**src/rtl/light_seq_pkg.sv**
```systemverilog
// rtl/light_seq_pkg.sv - shared state encoding and mode constants for the light sequencer
package light_seq_pkg;

   typedef enum logic [2:0] {
      ST_IDLE  = 3'd0,
      ST_STEP  = 3'd1,
      ST_FLASH = 3'd2,
      ST_HOLD  = 3'd3,
      ST_DONE  = 3'd4
   } state_e;

   localparam logic [1:0] MODE_STEP  = 2'b00;
   localparam logic [1:0] MODE_FLASH = 2'b01;
   localparam logic [1:0] MODE_HOLD  = 2'b10;
   localparam logic [1:0] MODE_RSVD  = 2'b11;

   // Only meaningful for the three legal modes; callers filter MODE_RSVD first.
   function automatic state_e state_for_mode(input logic [1:0] mode);
      case (mode)
         MODE_STEP:  return ST_STEP;
         MODE_FLASH: return ST_FLASH;
         MODE_HOLD:  return ST_HOLD;
         default:    return ST_IDLE;
      endcase
   endfunction

endpackage

```
**src/rtl/light_sequencer_dwell_timer.sv**
```systemverilog
// rtl/light_sequencer_dwell_timer.sv - reloading down-counter, tick_o for one cycle every period_m1_i+1 cycles
module dwell_timer #(
   parameter int DWELL_W = 8
) (
   input  logic               clk_i,
   input  logic               rst_ni,
   input  logic               clear_i,
   input  logic               en_i,
   input  logic [DWELL_W-1:0] period_m1_i,
   output logic               tick_o
);

   logic [DWELL_W-1:0] cnt_q;

   assign tick_o = en_i && (cnt_q == '0);

   always_ff @(posedge clk_i or negedge rst_ni) begin
      if (!rst_ni) begin
         cnt_q <= '0;
      end else if (clear_i) begin
         cnt_q <= period_m1_i;
      end else if (en_i) begin
         if (cnt_q == '0) begin
            cnt_q <= period_m1_i;
         end else begin
            cnt_q <= cnt_q - DWELL_W'(1);
         end
      end
   end

endmodule

```
**src/rtl/light_sequencer.sv**
```systemverilog
// rtl/light_sequencer.sv - drives selector button/sel with a programmed STEP, FLASH or HOLD pattern
module light_sequencer
   import light_seq_pkg::*;
#(
   parameter int DWELL_W = 8,
   parameter int STEP_W  = 4
) (
   input  logic               clk_i,
   input  logic               rst_ni,
   input  logic               start_i,
   input  logic               stop_i,
   input  logic [1:0]         mode_i,
   input  logic [DWELL_W-1:0] dwell_i,
   input  logic [STEP_W-1:0]  steps_i,
   output logic               button_o,
   output logic               sel_o,
   output logic               busy_o,
   output logic               done_o,
   output logic [STEP_W-1:0]  step_cnt_o
);

   state_e              state_q;
   logic [DWELL_W-1:0]  dwell_q;
   logic [STEP_W-1:0]   steps_q;
   logic [STEP_W-1:0]   step_cnt_q;
   logic                button_q, sel_q, busy_q, done_q;

   logic                accept;
   logic                tick;
   logic [DWELL_W-1:0]  dwell_src;
   logic [DWELL_W-1:0]  period_m1;

   assign accept = (state_q == ST_IDLE) && start_i && !stop_i && (mode_i != MODE_RSVD);

   // The timer is loaded on the start edge itself, before dwell_q holds the new value.
   assign dwell_src = (state_q == ST_IDLE) ? dwell_i : dwell_q;
   assign period_m1 = (dwell_src == '0) ? '0 : dwell_src - DWELL_W'(1);

   dwell_timer #(.DWELL_W(DWELL_W)) u_dwell_timer (
      .clk_i       (clk_i),
      .rst_ni      (rst_ni),
      .clear_i     (accept),
      .en_i        ((state_q == ST_STEP) || (state_q == ST_FLASH)),
      .period_m1_i (period_m1),
      .tick_o      (tick)
   );

   always_ff @(posedge clk_i or negedge rst_ni) begin
      if (!rst_ni) begin
         state_q    <= ST_IDLE;
         dwell_q    <= '0;
         steps_q    <= '0;
         step_cnt_q <= '0;
         button_q   <= 1'b0;
         sel_q      <= 1'b0;
         busy_q     <= 1'b0;
         done_q     <= 1'b0;
      end else begin
         button_q <= 1'b0;
         done_q   <= 1'b0;
         case (state_q)
            ST_IDLE: begin
               if (accept) begin
                  state_q    <= state_for_mode(mode_i);
                  dwell_q    <= dwell_i;
                  steps_q    <= steps_i;
                  step_cnt_q <= '0;
                  busy_q     <= 1'b1;
                  sel_q      <= (mode_i == MODE_HOLD);
               end
            end
            ST_STEP, ST_FLASH: begin
               if (stop_i) begin
                  state_q <= ST_IDLE;
                  busy_q  <= 1'b0;
                  sel_q   <= 1'b0;
               end else if ((steps_q != '0) && (step_cnt_q == steps_q)) begin
                  state_q <= ST_DONE;
                  busy_q  <= 1'b0;
                  sel_q   <= 1'b0;
                  done_q  <= 1'b1;
               end else if (tick) begin
                  // FLASH advances only on the falling half of the white toggle.
                  if ((state_q == ST_STEP) || sel_q) begin
                     button_q   <= 1'b1;
                     step_cnt_q <= step_cnt_q + STEP_W'(1);
                  end
                  if (state_q == ST_FLASH) begin
                     sel_q <= !sel_q;
                  end
               end
            end
            ST_HOLD: begin
               if (stop_i) begin
                  state_q <= ST_IDLE;
                  busy_q  <= 1'b0;
                  sel_q   <= 1'b0;
               end
            end
            ST_DONE: begin
               state_q <= ST_IDLE;
            end
            default: begin
               state_q <= ST_IDLE;
               busy_q  <= 1'b0;
               sel_q   <= 1'b0;
            end
         endcase
      end
   end

   assign button_o   = button_q;
   assign sel_o      = sel_q;
   assign busy_o     = busy_q;
   assign done_o     = done_q;
   assign step_cnt_o = step_cnt_q;

endmodule

```
**config.mk**
```make
export PLATFORM = sky130hd
export DESIGN_NAME = light_sequencer
export DESIGN_NICKNAME = d
export VERILOG_FILES = /design/src/rtl/light_seq_pkg.sv /design/src/rtl/light_sequencer_dwell_timer.sv /design/src/rtl/light_sequencer.sv
export SDC_FILE = /design/constraint.sdc
export NUM_CORES = 1
export LEC_CHECK = 0
export BUFFER_PORTS_ARGS = -buffer_cell sky130_fd_sc_hd__buf_4
export CAP_MARGIN = 30
export CORE_MARGIN = 2
export CORE_UTILIZATION = 55
export DETAILED_ROUTE_END_ITERATION = 6
export PLACE_DENSITY = 0.8
export REMOVE_ABC_BUFFERS = 1
export SLEW_MARGIN = 20
export SYNTH_ARGS = -nofsm -noshare
export SYNTH_HDL_FRONTEND = slang
export SYNTH_HIERARCHICAL = 1
export SYNTH_SLANG_ARGS = --single-unit
```
**constraint.sdc**
```tcl
create_clock -name clk_i -period 4.3 [get_ports clk_i]
set_input_delay 0.86 -clock clk_i [delete_from_list [all_inputs] [get_ports clk_i]]
set_output_delay 0.86 -clock clk_i [all_outputs]
set_load 0.02 [all_outputs]
```
==> results of run 1 <==
## power groups by stage
stage                     logic, µW  clock network (µW)  registers (µW)
after CTS                       906                 295             554
after global placement          880                   0             555
after floorplan                 674                   0             544
final                           911                 292             558
after detailed placement        902                   0             557
after global routing           1010                 308             576
## per-stage QoR
stage | power, µW | util, % | cell area [µm²]
4_1_cts | 1755 | 66.36 | 2466
3_5_place_dp | 1460 | 63.33 | 2354
6_report | 1762 | 66.36 | 2466
2_1_floorplan | 1218 | - | 2091
3_3_place_gp | 1435 | 63.33 | 2354
5_1_grt | 1896 | 66.36 | 2466
## cells in the final DEF (no fill, tap or decap), types with 5 or more instances in the layout
master / synthesis / routed
inv_1: 14 / 14
nor2_1: 12 / 12
nand2_1: 49 / 49
ha_1: 8 / 8
clkbuf_8: 0 / 5
nor3_1: 17 / 17
a31oi_1: 5 / 5
xor2_1: 7 / 7
mux2i_1: 6 / 6
nand3_1: 5 / 5
dfrtp_1: 31 / 31
buf_4: 0 / 27
## cell type report
class                      count  area, µm²  share of cell area [%]
timing repair buffer          27      202.7                   8.219
inverter                      14      52.55                   2.131
clock inverter                 3      43.79                   1.776
tap                           48      60.06                   2.435
sequential                    31      775.7                   31.46
clock buffer                   5      68.82                   2.790
multi-input combinational    186       1262                   51.19
## flip-flops by register name, summed over array words and instances (netlist names)
register / cells
button_o: 1
u_dwell_timer/cnt_q: 8
state_q: 3
steps_q: 4
sel_o: 1
done_o: 1
busy_o: 1
step_cnt_o: 4
dwell_q: 8
## critical path: stages
cell      delay (ns)
buf_4           0.11
ha_1            0.21
nor3b_1         0.26
nand2_1         0.41
inv_1           0.60
nand2b_1        0.26
a211oi_2        0.07
a311o_1         0.34
## metal layers
layer	global-route usage (%)	up-vias	routed length, µm
met4	11.99	0	109
met3	5.963	10	209
met5	0	-	0
met1	31.79	901	2194
met2	38.88	52	2306
li1	-	922	-
## cells by family (layout without fill, tap and decap cells)
group           Yosys count  in the layout
buf+inv                  24             49
compound gates           45             45
xor+xnor                 10             10
simple gates            114            114
mux                       9              9
fa+ha+maj                 8              8
flops                    31             31
## path summary, 6_finish.rpt
path / endpoint / slack (ns) / cells past startpoint
max in group asynchronous: u_dwell_timer/cnt_q[0]$_DFFE_PN0P_ / 3.53 / 1
hold reg to reg: steps_q[0]$_DFFE_PN0P_ / 0.51 / 2
setup reg to reg: u_dwell_timer/cnt_q[0]$_DFFE_PN0P_ / 1.68 / 9
hold / removal: button_o$_DFF_PN0_ / 0.48 / 1
min in group clk_i: steps_q[0]$_DFFE_PN0P_ / 0.51 / 2
setup / recovery: u_dwell_timer/cnt_q[0]$_DFFE_PN0P_ / 1.33 / 8
==> results.md, run 1 <==
* Adder-cell share of the synthesized area at 4.670%
* GRT overflow at 0
* Setup TNS at 0 ns
* Clock Path Buffers at 2
* Status: finished clean
* Static Leak at 0.001195 µW
* Fillcell total at 316
* # DRC at 0
* Hold_buf cts at 0
* DPL Wire Length at 3.512 mm
* Xor-xnor portion of the synthesized cell area at 4.086%
* Hold crit path type: primary input to async pin
* Number of flops mapped to enable cells by yosys at 0
* Largest family of logic cells by synthesized area: simple AND/OR/NAND/NOR gates
* Layout Area Growth over Synthesis at 15.06%
* Core Area at 0.003716 mm²
* Post-Synthesis Cell Area at 0.002143 mm²
* Max_cap viols at 0
* CTS tree: yes
* Asr flop ratio synth at 100.0%
* Post-cts resize count at 0
* Initial antenna violation count at 0
* Clock group share of total power at 16.6%
* Via count at 1,885
* Die H at 66.43 µm
* Antenna cells at 0
* Peak VDD IR at 0.0003677 V
* Post-synthesis sequential area ratio at 36.19%
* Final worst slack at 1.331 ns
* Setup violators final at 0
* Commonest cells in the netlist: nand2_1 (49), dfrtp_1 (31), nor3_1 (17), inv_1 (14), nor2_1 (12)
* WP data required at 4.47 ns
* Largest cells by area after synthesis: dfrtp_1 (36%), nand2_1 (8.6%), ha_1 (4.7%)
* Arrival time at the worst endpoint at 3.14 ns
* TritonCTS Sinks at 31
* Switching share of power at 44.36%
* Simple-Gate Fraction of Synth Area at 27.96%
* Yosys warnings at 6
* Avg Cell Area, Syn at 8.893 µm²
* Startpoint Class: primary input
* Sequential power share at 31.7%
* Compound-gate portion of the synthesized area at 17.28%
* Synth cell types at 60
* Max-slew headroom at 55.36%
* CP endpoint kind: flop
* Root Buffer: clkbuf_8
* Launch point of the worst path: mode_i[0]
* Vias in the first global route at 1,807
* Dpl ws at 1.088 ns
* Count of state elements after synthesis at 31
* Skew final at 0.01120 ns
* WS Path Type: primary input to flop
* Ys flop type: dfrtp_1
* Comb power frac at 51.7%
* Drt pass-1 iters at 4
* Non-Filler Instances at 314
* Largest net degree at the start of global routing at 32
* Clock latency at the later pin of the worst-skew pair at 0.29 ns
* Post-synthesis mux area share at 4.904%
* Leading area contributor after synthesis: dfrtp_1
* Fraction of layout cells with a size suffix above 1 at 19.92%
* Tightest Pin Transition at 0.6646 ns
* DR vias/cell at 6.003
* Tightest hold margin at 0.4810 ns
* Setup Fix Bufs, Post-CTS at 0
* P_int at 980.1 µW
* Cell count after placement at 306
* Count leader, synth: nand2_1
* Pins Over Slew Limit at 0
* Worst r2r src: state_q[0]$_DFFE_PN0P_
* Initial Util at 57.68%
* Syn Inst Count at 241
* Crit-path max FO at 20
* Yosys top cell area share at 36.19%
* Gr usage total at 24.77%
* Die ar. at 0.004412 mm²
* Pwr Density at 714.3 mW/mm²
* Port bufs at 25
* Row cnt at 22
* Min cycle time layout at 2.969 ns
* Wire per inst at 15.35 µm
* Final Cycle Share at 69.05%
* Die W at 66.43 µm
* Num ports at 26
* Final WL at 4.820 mm
* Total CTS buffers at 5
* Antenna-violating nets left at 0
* Reg clk slew, reported paths at 0.08 ns
* RSZ-0062 raised after global routing: false
* Nets@finish at 291
* P_sw at 781.5 µW
* Placer Congestion at 0.8784
* First-pass GRT wire length at 8.169 mm
* Final hold vios at 0
* CTS HTree Levels at 2
* DRT iter0 DRCs at 160
* Maximum clock frequency at 336.8 MHz
(Power assumes the default switching activity.)
==> run 2, diff against run 1 <==
--- a/config.mk
+++ b/config.mk
@@ -5,10 +5,11 @@
 export SDC_FILE = /design/constraint.sdc
 export NUM_CORES = 1
 export LEC_CHECK = 0
+export ABC_AREA = 1
 export BUFFER_PORTS_ARGS = -buffer_cell sky130_fd_sc_hd__buf_4
 export CAP_MARGIN = 30
 export CORE_MARGIN = 2
-export CORE_UTILIZATION = 55
+export CORE_UTILIZATION = 53
 export DETAILED_ROUTE_END_ITERATION = 6
 export PLACE_DENSITY = 0.8
 export REMOVE_ABC_BUFFERS = 1
==> constraint.sdc (replaced) <==
create_clock -name clk_i -period 2.44 [get_ports clk_i]
set_input_delay 0.488 -clock clk_i [delete_from_list [all_inputs] [get_ports clk_i]]
set_output_delay 0.488 -clock clk_i [all_outputs]
set_load 0.02 [all_outputs]
==> run 2 against run 1 <==
  * Sequential cell count did not move
  * Clock power up 35%
  * Sequential share of layout area down 1.8 points
  * Worst hold slack worse by 0.35 ns
  * Combinational power increased by 130%
  * Die area up 11%
  * Critical endpoint is now u_dwell_timer/cnt_q[7]$_DFFE_PN0P_
  * Highest routed layer unchanged
==> results.md, run 2 <==
* Status: finished clean
* Startpoint Class: flop
* Yosys top cell area share at 33.59%
* Nets@finish at 380
* # DRC at 0
* Asr flop ratio synth at 100.0%
* Clock Path Buffers at 2
* CTS HTree Levels at 2
* Layout Area Growth over Synthesis at 13.11%
* Placer Congestion at 0.8636
* Setup TNS at 0 ns
* Initial antenna violation count at 0
* Setup violators final at 0
* Initial Util at 54.17%
* Root Buffer: clkbuf_8
* Non-Filler Instances at 407
* Static Leak at 0.001446 µW
* Tightest Pin Transition at 0.4001 ns
* RSZ-0062 raised after global routing: false
* Commonest cells in the netlist: nand2_1 (104), inv_1 (45), dfrtp_1 (31), nor2_1 (26), nand3_1 (24)
* DRT iter0 DRCs at 109
* Total CTS buffers at 5
* Yosys warnings at 6
* Arrival time at the worst endpoint at 2.26 ns
* Commonest cells after routing, fill and taps aside: nand2_1 (104), inv_1 (45), dfrtp_1 (31)
* Pins Over Slew Limit at 0
* Gr usage total at 21.21%
* Post-synthesis sequential area ratio at 33.59%
* Number of flops mapped to enable cells by yosys at 0
* Largest cells by area after synthesis: dfrtp_1 (34%), nand2_1 (17%), inv_1 (7.3%)
* Syn Inst Count at 324
* Max-slew headroom at 73.33%
* Post-cts resize count at 0
* Clock latency at the later pin of the worst-skew pair at 0.29 ns
* Antenna cells at 0
* Maximum clock frequency at 491.5 MHz
* Synth cell types at 28
* Leading area contributor after synthesis: dfrtp_1
* Post-Synthesis Cell Area at 0.002310 mm²
* Num ports at 26
* Final WL at 4.506 mm
* Ys flop type: dfrtp_1
* GRT overflow at 0
* Via count at 2,004
* DR vias/cell at 4.924
* Max_cap viols at 0
* Pwr Density at 1322 mW/mm²
* Avg Cell Area, Syn at 7.129 µm²
* Port bufs at 25
* Skew final at 0.006961 ns
* Most common cell after layout, fill and taps aside: nand2_1
* Die ar. at 0.004902 mm²
* Cell count after placement at 399
* Vias in the first global route at 1,956
* Antenna-violating nets left at 0
* Largest net degree at the start of global routing at 32
* Die H at 70.02 µm
* TritonCTS Sinks at 31
* Hold crit path type: primary input to async pin
* CTS tree: yes
* Die W at 70.02 µm
* Drt pass-1 iters at 5
* Fraction of layout cells with a size suffix above 1 at 21.41%
* Reg clk slew, reported paths at 0.07 ns
* Count leader, synth: nand2_1
* Final hold vios at 0
* WS Path Type: flop to flop
* Final Cycle Share at 83.39%
* Row cnt at 24
* Wire per inst at 11.07 µm
* Count of state elements after synthesis at 31
* CP endpoint kind: flop
* Largest regs: dwell_q: 8 flops, u_dwell_timer/cnt_q: 8 flops
* Setup Fix Bufs, Post-CTS at 0
* Crit-path max FO at 11
* First-pass GRT wire length at 8.369 mm
* WP data required at 2.67 ns
* Min cycle time layout at 2.035 ns
* Core Area at 0.004264 mm²
* DPL Wire Length at 3.486 mm
* Peak VDD IR at 0.0005538 V
* Hold_buf cts at 0
## run 2: changes by cell type after synthesis, moves of 7 or more
cell     before  now
inv_1        14   45
nand2_2       0   15
nor2_1       12   26
nand2_1      49  104
nor2_4        0    7
nor3_1       17    2
nand3_1       5   24
nand2_4       0    8
## run 2: final timing paths
path	startpoint	end	slack, ns	cells after the start
max in group asynchronous	rst_ni	u_dwell_timer/cnt_q[0]$_DFFE_PN0P_	2.02	1
setup reg to reg	state_q[0]$_DFFE_PN0P_	u_dwell_timer/cnt_q[7]$_DFFE_PN0P_	0.41	16
min in group clk_i	steps_i[0]	steps_q[0]$_DFFE_PN0P_	0.40	3
hold / removal	rst_ni	dwell_q[5]$_DFFE_PN0P_	0.13	1
setup / recovery	state_q[0]$_DFFE_PN0P_	u_dwell_timer/cnt_q[7]$_DFFE_PN0P_	0.41	16
hold reg to reg	busy_o$_DFFE_PN0P_	busy_o$_DFFE_PN0P_	0.48	2
## run 2: report_power, final
part / internal (µW) / total, µW / switching (µW) / leakage (µW)
registers: 731 / 917 / 186 / 0.000397
clock network: 199 / 394 / 195 / 0.0000412
logic: 753 / 2140 / 1390 / 0.00101
total: 1680 / 3450 / 1770 / 0.00145
## run 2: layer usage
layer | up-vias | share of wire [%] | track usage, %
met3 | 9 | 4.1 | 3.896
li1 | 1057 | - | -
met5 | - | 0 | 0
met2 | 43 | 45 | 33.12
met1 | 895 | 49 | 29.26
met4 | 0 | 2.1 | 8.333
## run 2: cells by family (layout without fill, tap and decap cells)
logic type               Yosys count  in the layout  synth area share, %
adder cells (fa/ha/maj)            8              8                4.334
buffers and inverters             55             86                10.51
XOR/XNOR                           4              4                1.517
AO/OA/AOI/OAI                     27             27                6.880
AND/OR/NAND/NOR                  199            199                43.18
flip-flops                        31             31                33.59
## run 2: cell type report
type                            instances  area [µm²]
Fill cell                             396        1652
Multi-Input combinational cell        238        1291
Sequential cell                        31       775.7
Inverter                               52       200.2
Timing Repair Buffer                   26       195.2
Clock buffer                            6       72.57
Tap cell                               52       65.06
Clock inverter                          2       12.51
## run 2: worst max-delay path: stages (launching register included)
cell,delay [ns]
dfrtp_1,0.44
nor2_4,0.24
nand2_4,0.17
inv_4,0.11
nand2_2,0.06
nand2_4,0.08
inv_1,0.06
ha_1,0.17
inv_1,0.09
nor2_4,0.05
nand2_4,0.08
nand2_1,0.05
nor2_1,0.08
inv_1,0.04
a21oi_1,0.13
nand2_1,0.06
nand2_1,0.05
## run 2: stage by stage
| stage | instance area, µm² | power (µW) | worst slack (ns) | utilization (%) | hold slack, ns |
|---|---|---|---|---|---|
| after floorplan | 2267 | 2635 | 0.5779 | - | 0.1924 |
| after global placement | 2527 | 2998 | 0.4955 | 59.27 | 0.4499 |
| after detailed placement | 2527 | 3060 | 0.4108 | 59.27 | 0.4514 |
| after CTS | 2613 | 3475 | 0.3885 | 61.27 | 0.1384 |
| after global routing | 2613 | 3865 | 0.1575 | 61.27 | 0.1678 |
| final | 2613 | 3454 | 0.4052 | 61.27 | 0.1270 |
